--- src/rtl/inst_fetch_unit_pkg.sv ---
// Shared definitions for the instruction-fetch front end: pacing modes,
// FSM state encoding and the trigger qualification helper.
package fetch_pkg;

    localparam logic [1:0] MODE_HALT = 2'b00;
    localparam logic [1:0] MODE_RUN  = 2'b01;
    localparam logic [1:0] MODE_STEP = 2'b10;

    localparam int WORD_BYTES = 4;

    typedef enum logic [1:0] {
        S_IDLE = 2'd0,
        S_REQ  = 2'd1,
        S_WAIT = 2'd2,
        S_CAPT = 2'd3
    } fetch_state_t;

    // Reserved mode 2'b11 falls through to "no trigger", i.e. behaves as halt.
    function automatic logic fetch_trigger(
        input logic [1:0] mode,
        input logic       tick,
        input logic       step_rise
    );
        return ((mode == MODE_RUN) && tick) || ((mode == MODE_STEP) && step_rise);
    endfunction

endpackage

--- src/rtl/inst_fetch_unit_if.sv ---
// Synchronous-read instruction memory port: the fetch unit issues a one-cycle
// read enable with a word address and samples read data MEM_LAT cycles later.
interface inst_fetch_unit_if #(
    parameter int ADDR_W = 32
) ();

    logic              imem_ce;
    logic [ADDR_W-3:0] imem_addr;
    logic [31:0]       imem_rdata;

    modport master (
        output imem_ce,
        output imem_addr,
        input  imem_rdata
    );

    modport slave (
        input  imem_ce,
        input  imem_addr,
        output imem_rdata
    );

endinterface

--- src/rtl/inst_fetch_unit_tick_prescaler.sv ---
// Clock-enable prescaler: one-cycle tick every DIV_MAX enabled cycles.
// Disabling holds the count at zero so re-enabling always starts a full period.
module tick_prescaler #(
    parameter int DIV_W   = 27,
    parameter int DIV_MAX = 100_000_000
) (
    input  logic clk,
    input  logic rst,
    input  logic en,
    output logic tick
);

    localparam logic [DIV_W-1:0] LAST = DIV_W'(DIV_MAX - 1);

    logic [DIV_W-1:0] count_reg;

    always_ff @(posedge clk) begin
        if (rst || !en) begin
            count_reg <= '0;
        end else if (count_reg == LAST) begin
            count_reg <= '0;
        end else begin
            count_reg <= count_reg + 1'b1;
        end
    end

    assign tick = en && (count_reg == LAST);

endmodule

--- src/rtl/inst_fetch_unit.sv ---
// Instruction-fetch front end: owns the PC, sequences one synchronous memory
// read per trigger (free-run tick or step edge) and applies branch/jump redirects.
module inst_fetch_unit
    import fetch_pkg::*;
#(
    parameter int               ADDR_W   = 32,
    parameter logic [ADDR_W-1:0] RESET_PC = '0,
    parameter int               DIV_W    = 27,
    parameter int               DIV_MAX  = 100_000_000,
    parameter int               MEM_LAT  = 1,
    parameter int               CNT_W    = 32
) (
    input  logic                clk,
    input  logic                rst,
    input  logic [1:0]          mode,
    input  logic                step,
    input  logic                redirect_valid,
    input  logic [ADDR_W-1:0]   redirect_pc,
    inst_fetch_unit_if.master   imem,
    output logic [ADDR_W-1:0]   pc,
    output logic [31:0]         inst,
    output logic                inst_valid,
    output logic                busy,
    output logic [CNT_W-1:0]    fetch_count
);

    localparam logic [1:0]        LAT_LOAD   = 2'(MEM_LAT - 1);
    localparam logic [ADDR_W-1:0] ALIGN_MASK = ~ADDR_W'(WORD_BYTES - 1);
    localparam logic [ADDR_W-1:0] ADDR_STEP  = ADDR_W'(WORD_BYTES);
    localparam bit                HAS_WAIT   = (MEM_LAT > 1);

    fetch_state_t      state_reg;
    logic [1:0]        lat_reg;
    logic [ADDR_W-1:0] fetch_addr_reg;
    logic [ADDR_W-1:0] pc_reg;
    logic [31:0]       inst_reg;
    logic              inst_valid_reg;
    logic              ce_reg;
    logic              busy_reg;
    logic [CNT_W-1:0]  fetch_count_reg;
    logic              pend_valid_reg;
    logic [ADDR_W-1:0] pend_pc_reg;
    logic              step_q_reg;

    logic              tick;
    logic              step_rise;
    logic              trigger;
    logic [ADDR_W-1:0] redirect_aligned;
    logic [ADDR_W-1:0] addr_next;

    tick_prescaler #(
        .DIV_W   (DIV_W),
        .DIV_MAX (DIV_MAX)
    ) u_prescaler (
        .clk  (clk),
        .rst  (rst),
        .en   (mode == MODE_RUN),
        .tick (tick)
    );

    assign step_rise        = step && !step_q_reg;
    assign trigger          = fetch_trigger(mode, tick, step_rise);
    assign redirect_aligned = redirect_pc & ALIGN_MASK;

    // A redirect arriving in the capture cycle itself outranks an older pending one.
    always_comb begin
        addr_next = fetch_addr_reg + ADDR_STEP;
        if (redirect_valid) begin
            addr_next = redirect_aligned;
        end else if (pend_valid_reg) begin
            addr_next = pend_pc_reg;
        end
    end

    always_ff @(posedge clk) begin
        if (rst) begin
            state_reg       <= S_IDLE;
            lat_reg         <= '0;
            fetch_addr_reg  <= RESET_PC;
            pc_reg          <= RESET_PC;
            inst_reg        <= '0;
            inst_valid_reg  <= 1'b0;
            ce_reg          <= 1'b0;
            busy_reg        <= 1'b0;
            fetch_count_reg <= '0;
            pend_valid_reg  <= 1'b0;
            pend_pc_reg     <= '0;
            step_q_reg      <= 1'b0;
        end else begin
            step_q_reg     <= step;
            inst_valid_reg <= 1'b0;
            ce_reg         <= 1'b0;

            if (redirect_valid && (state_reg != S_CAPT)) begin
                pend_valid_reg <= 1'b1;
                pend_pc_reg    <= redirect_aligned;
            end

            case (state_reg)
                S_IDLE: begin
                    if (trigger) begin
                        state_reg <= S_REQ;
                        ce_reg    <= 1'b1;
                        busy_reg  <= 1'b1;
                    end
                end
                S_REQ: begin
                    lat_reg   <= LAT_LOAD;
                    state_reg <= HAS_WAIT ? S_WAIT : S_CAPT;
                end
                S_WAIT: begin
                    // Leaving when the count reaches zero keeps WAIT at MEM_LAT-1 cycles.
                    lat_reg <= lat_reg - 2'd1;
                    if (lat_reg == 2'd1) begin
                        state_reg <= S_CAPT;
                    end
                end
                S_CAPT: begin
                    inst_reg        <= imem.imem_rdata;
                    pc_reg          <= fetch_addr_reg;
                    inst_valid_reg  <= 1'b1;
                    fetch_count_reg <= fetch_count_reg + 1'b1;
                    fetch_addr_reg  <= addr_next;
                    pend_valid_reg  <= 1'b0;
                    busy_reg        <= 1'b0;
                    state_reg       <= S_IDLE;
                end
                default: begin
                    state_reg <= S_IDLE;
                end
            endcase
        end
    end

    // fetch_addr only moves in CAPT, so the issued word address stays stable.
    assign imem.imem_ce   = ce_reg;
    assign imem.imem_addr = fetch_addr_reg[ADDR_W-1:2];

    assign pc          = pc_reg;
    assign inst        = inst_reg;
    assign inst_valid  = inst_valid_reg;
    assign busy        = busy_reg;
    assign fetch_count = fetch_count_reg;

endmodule

--- src/flat_wrapper.sv ---
// flat-port wrapper written by rule: the top's interface ports become plain ports
module inst_fetch_unit_flat import fetch_pkg::*;
#(
    parameter int               ADDR_W   = 32,
    parameter logic [ADDR_W-1:0] RESET_PC = '0,
    parameter int               DIV_W    = 27,
    parameter int               DIV_MAX  = 100_000_000,
    parameter int               MEM_LAT  = 1,
    parameter int               CNT_W    = 32
)
  (clk, rst, mode, step, redirect_valid, redirect_pc, pc, inst, inst_valid, busy, fetch_count, imem_imem_ce, imem_imem_addr, imem_imem_rdata);
  inst_fetch_unit_if #(.ADDR_W(ADDR_W)) imem_i ();
  input  logic clk;
  input  logic rst;
  input  logic [1:0] mode;
  input  logic step;
  input  logic redirect_valid;
  input  logic [ADDR_W-1:0] redirect_pc;
  output logic [ADDR_W-1:0] pc;
  output logic [31:0] inst;
  output logic inst_valid;
  output logic busy;
  output logic [CNT_W-1:0] fetch_count;
  output wire logic [$bits(imem_i.imem_ce)-1:0] imem_imem_ce;
  output wire logic [$bits(imem_i.imem_addr)-1:0] imem_imem_addr;
  input wire logic [$bits(imem_i.imem_rdata)-1:0] imem_imem_rdata;
  assign imem_imem_ce = imem_i.imem_ce;
  assign imem_imem_addr = imem_i.imem_addr;
  assign imem_i.imem_rdata = imem_imem_rdata;
  inst_fetch_unit #(.ADDR_W(ADDR_W), .RESET_PC(RESET_PC), .DIV_W(DIV_W), .DIV_MAX(DIV_MAX), .MEM_LAT(MEM_LAT), .CNT_W(CNT_W)) u_core (.clk(clk), .rst(rst), .mode(mode), .step(step), .redirect_valid(redirect_valid), .redirect_pc(redirect_pc), .imem(imem_i), .pc(pc), .inst(inst), .inst_valid(inst_valid), .busy(busy), .fetch_count(fetch_count));
endmodule
--- config.mk ---
export PLATFORM = sky130hd
export DESIGN_NAME = inst_fetch_unit_flat
export DESIGN_NICKNAME = d
export VERILOG_FILES = /design/src/rtl/inst_fetch_unit_pkg.sv /design/src/rtl/inst_fetch_unit_if.sv /design/src/rtl/inst_fetch_unit_tick_prescaler.sv /design/src/rtl/inst_fetch_unit.sv /design/src/flat_wrapper.sv
export SDC_FILE = /design/constraint.sdc
export NUM_CORES = 1
export LEC_CHECK = 0
export CORE_AREA = 2 2 150 152
export CTS_CLUSTER_DIAMETER = 150
export DETAILED_ROUTE_END_ITERATION = 10
export DIE_AREA = 0 0 152 154
export GPL_TIMING_DRIVEN = 0
export PLACE_DENSITY = 0.71
export SYNTH_ARGS = -nofsm -noshare
export SYNTH_HDL_FRONTEND = slang
export SYNTH_HIERARCHICAL = 1
export SYNTH_SLANG_ARGS = --single-unit
--- constraint.sdc ---
create_clock -name clk -period 2.3 [get_ports clk]
set_input_delay 0.46 -clock clk [delete_from_list [all_inputs] [get_ports clk]]
set_output_delay 0.46 -clock clk [all_outputs]
set_load 0.01 [all_outputs]
==> flow_summary.toml <==
[grt]
global_route.usage.total_pct = 20.6
grt_antenna_before_repair = 3
grt_start_max_net_pins = 17
grt_remaining_overflow = 0
vias_in_the_first_global_route = 7523
grt_pass1_wl_um = 39200

[logic_synthesis]
synth_edf_count = 0
ys_seq_elements = 190
synth_async_sr_flop_share_pct = 0
synth_compound_area_share_pct = 12.9
yosys.cell_types.count = 70
synth_sequential_area_ratio_pct = 44.4
yosys.area_share.adder_pct = 1.17
synth_top_cell_by_area = "sky130_fd_sc_hd__dfxtp_1"
ys.flop_type = "sky130_fd_sc_hd__dfxtp_1"
synthSimpleGateAreaFrac_pct = 23.8
muxShareOfSynthArea_pct = 8.07
post_synth_instance_area_um2 = 8560
yosys_warnings = 6
synthesis.area_per_instance_um2 = 8.47
combinational_family_with_the_most_area_after_synthesis = "simple AND/OR/NAND/NOR gates"
synth.top_cells.by_area = "sky130_fd_sc_hd__dfxtp_1, sky130_fd_sc_hd__mux2i_1, sky130_fd_sc_hd__nor2_1"
synth_xor_xnor_area_share_pct = 4.81
syn_inst = 1011
netlist.area_leader.share_pct = 44.4

[place]
dpl.hpwl_um = 18000
gp_congestion = 0.864
placedInstanceArea_um2 = 10800
numPlacedInstances = 1485
port_buffers = 193

[floorplan]
fp.dieArea_um2 = 23400
die_w_um = 152
die_h_um = 154
std_cell_rows = 54
coreArea_um2 = 21700
start_util_pct = 39.5
design.portCount = 199

[pwr]
power_density_nw_per_um2 = 698
report.power.total_uw = 8050
peak_vdd_ir_mv = 0.462
leak_pwr_uw = 0.00390

[timing]
holdWs_ns = 0.455
worst_slew_pin_slew_ns = 0.877
slew_violations = 0
fin_crit_sh_pct = 97.5
finalSetupTns_ns = 0
max-slew-margin-rel_pct = 41.5
grt_setup_unrepaired = "false"
final_period_minus_worst_setup_slack_ns = 2.24
report.final.hold_viol_count = 0
finClkSkew_ns = 0.00809
max_freq_mhz = 446
report.final.setup_viol = 0

[critical_path]
worst_path_largest_cell_delay_ns = 0.59
required_ns = 2.62
crit_buf_inv = 2
critical_path_cell_count = 6
worstSetupStartpointType = "input port"
timing.rr.start = "u_core/fetch_addr_reg[4]"
r2r_setup_slack_ns = 0.09
path_class = "in2reg"
crit_path_end_kind = "flop"
worst-r2r-cell-count = 5
critical-path-top-delay-family = "simple AND/OR/NAND/NOR gates"
worst-endpoint-arrival_ns = 2.56
slowest_stage = "sky130_fd_sc_hd__clkdlybuf4s50_1"
r2r-end = "u_core/fetch_addr_reg[27]"
path_max_fanout = 10
crit_path_cell_trace = "clkdlybuf4s50_1 -> nand2b_1 -> inv_1 -> nand2_1 -> or3_2 -> o311ai_0"

[clocking]
cts_htree_levels = 4
clockRootBuffer = "sky130_fd_sc_hd__clkbuf_16"
cts_tree = "built"
cts_buffer_count = 17
cts_max_path_buffers = 2
path_clk_slew_ns = 0.07
cts_hold_buffers = 0
clock_latency_ns = 0.43
cts_num_sinks = 190

[cells_and_area]
final-seq-area_um2 = 3800
finalInstanceArea_um2 = 11500
layout.cells.non_filler = 1522
layout-drive-gt1-share_pct = 6.62
design.final.nets = 1304
area_growth_pct = 34.7
multiInputGateArea_um2 = 4420
nFillCells = 2007

[drt]
drtIter0Drc = 588
vias = 8132
drc_errors = 0
wl_met1_um = 10700
drt_pre_antenna_iters = 6
dr_wl_met3_um = 1790
viasPerCell = 5.34
wl_per_cell_um = 16.5
wl_um = 25100
ant_nets = 0
met2WireLength_um = 11800
route.top_layer_used = "met4"

[run]
drv.max_cap_violation_count = 0

[status]
outcome = "finished clean"

[worst_hold_path]
whs_path_depth = 2
hold_end = "u_core/pend_pc_reg[8]"
worstHoldPathType = "reg2reg"
hold_path_startpoint = "u_core/pend_pc_reg[8]"
[synth_stat cells (11+ instances only)]
master and count:
sky130_fd_sc_hd__a21oi_1 83, sky130_fd_sc_hd__and4_1 11, sky130_fd_sc_hd__clkbuf_1 44, sky130_fd_sc_hd__dfxtp_1 190
sky130_fd_sc_hd__inv_1 26, sky130_fd_sc_hd__mux2i_1 69, sky130_fd_sc_hd__nand2_1 128, sky130_fd_sc_hd__nand3_1 33
sky130_fd_sc_hd__nand4_1 21, sky130_fd_sc_hd__nor2_1 139, sky130_fd_sc_hd__nor3_1 19, sky130_fd_sc_hd__o21ai_0 40
sky130_fd_sc_hd__or3_1 15, sky130_fd_sc_hd__xnor2_1 26, sky130_fd_sc_hd__xor2_1 21
[layout make-up]
cell class / instances / area share, %
plain buffers: 62 / 2.82
clock buffers: 23 / 4.14
inverters: 27 / 0.878
clock inverters: 9 / 0.943
flip-flops and latches: 190 / 33.0
diodes: 3 / 0.0651
well taps: 280 / 3.04
repair buffers: 195 / 16.9
multi-input cells: 733 / 38.3
[worst max path at each step]
stage	startpoint	to
after floorplan	u_core/fetch_addr_reg[2]	u_core/fetch_addr_reg[18]
after global placement	rst	u_core/fetch_addr_reg[3]
after detailed placement	rst	u_core/pc[12]
after CTS	u_core/state_reg[1]	u_core/fetch_count[27]
after global routing	rst	u_core/fetch_addr_reg[20]
final	rst	u_core/fetch_addr_reg[20]
[per-layer routing]
| metal | vias up | global-route usage (%) |
|---|---|---|
| met4 | 0 | 10.3 |
| li1 | 3959 | - |
| met3 | 61 | 4.14 |
| met2 | 344 | 33.6 |
| met5 | - | 0 |
| met1 | 3768 | 26.1 |
[per-stage QoR]
stage / util, % / setup WS (ns)
final: 53.2 / 0.0567
after global routing: 53.2 / 0.0132
after CTS: 52.9 / -0.00182
after detailed placement: 50.0 / -0.416
after global placement: 50.0 / -0.506
after floorplan: - / 0.388
[timing repair]
item | in CTS | in global routing
pin swaps | 1 | 0
setup buffers | 2 | 0
gates resized for setup | 4 | 22
endpoints found under the setup margin | 26 | 42
[worst register-to-register path, cell delays in order, from the launching register on]
cell and delay [ns]:
sky130_fd_sc_hd__dfxtp_1 0.48, sky130_fd_sc_hd__nand4_1 0.41, sky130_fd_sc_hd__or3_1 0.56, sky130_fd_sc_hd__nor3_1 0.24, sky130_fd_sc_hd__o22ai_1 0.13, sky130_fd_sc_hd__a211o_1 0.29
[cell usage in the layout (no fill, tap or decap), drive strengths merged, types with 3 or more instances in the layout]
cell type and count:
nor2 139, nand3 34, o31ai 10, and4 11, a41o 3, clkdlybuf4s50 193, nand2b 8, xnor2 26
a21oi 83, diode 3, mux2i 69, a31oi 4, inv 27, xor2 21, or3 16, nand2 128
o311ai 5, nor3 21, clkinv 6, ha 8, o22ai 4, dfxtp 190, buf 17, nand4 23
nor4 8, or4 9, a311oi 4, a211oi 7, clkbuf 69, nand3b 5, o21ai 41, o211ai 4
nor2b 7, and3 6
[power breakdown]
part | switching (uW) | internal (uW)
sequential | 182 | 3470
combinational | 771 | 671
clock | 1270 | 1690
[cells by family (layout without fill, tap and decap cells)]
family          count (synthesis)  count (layout)
fa+ha+maj                       8               8
flops                         190             190
xor+xnor                       47              47
compound gates                182             182
mux                            69              69
other cells                     1               5
buf+inv                        89             316
simple gates                  425             425
Note: power is estimated with default switching activity, not from simulation.
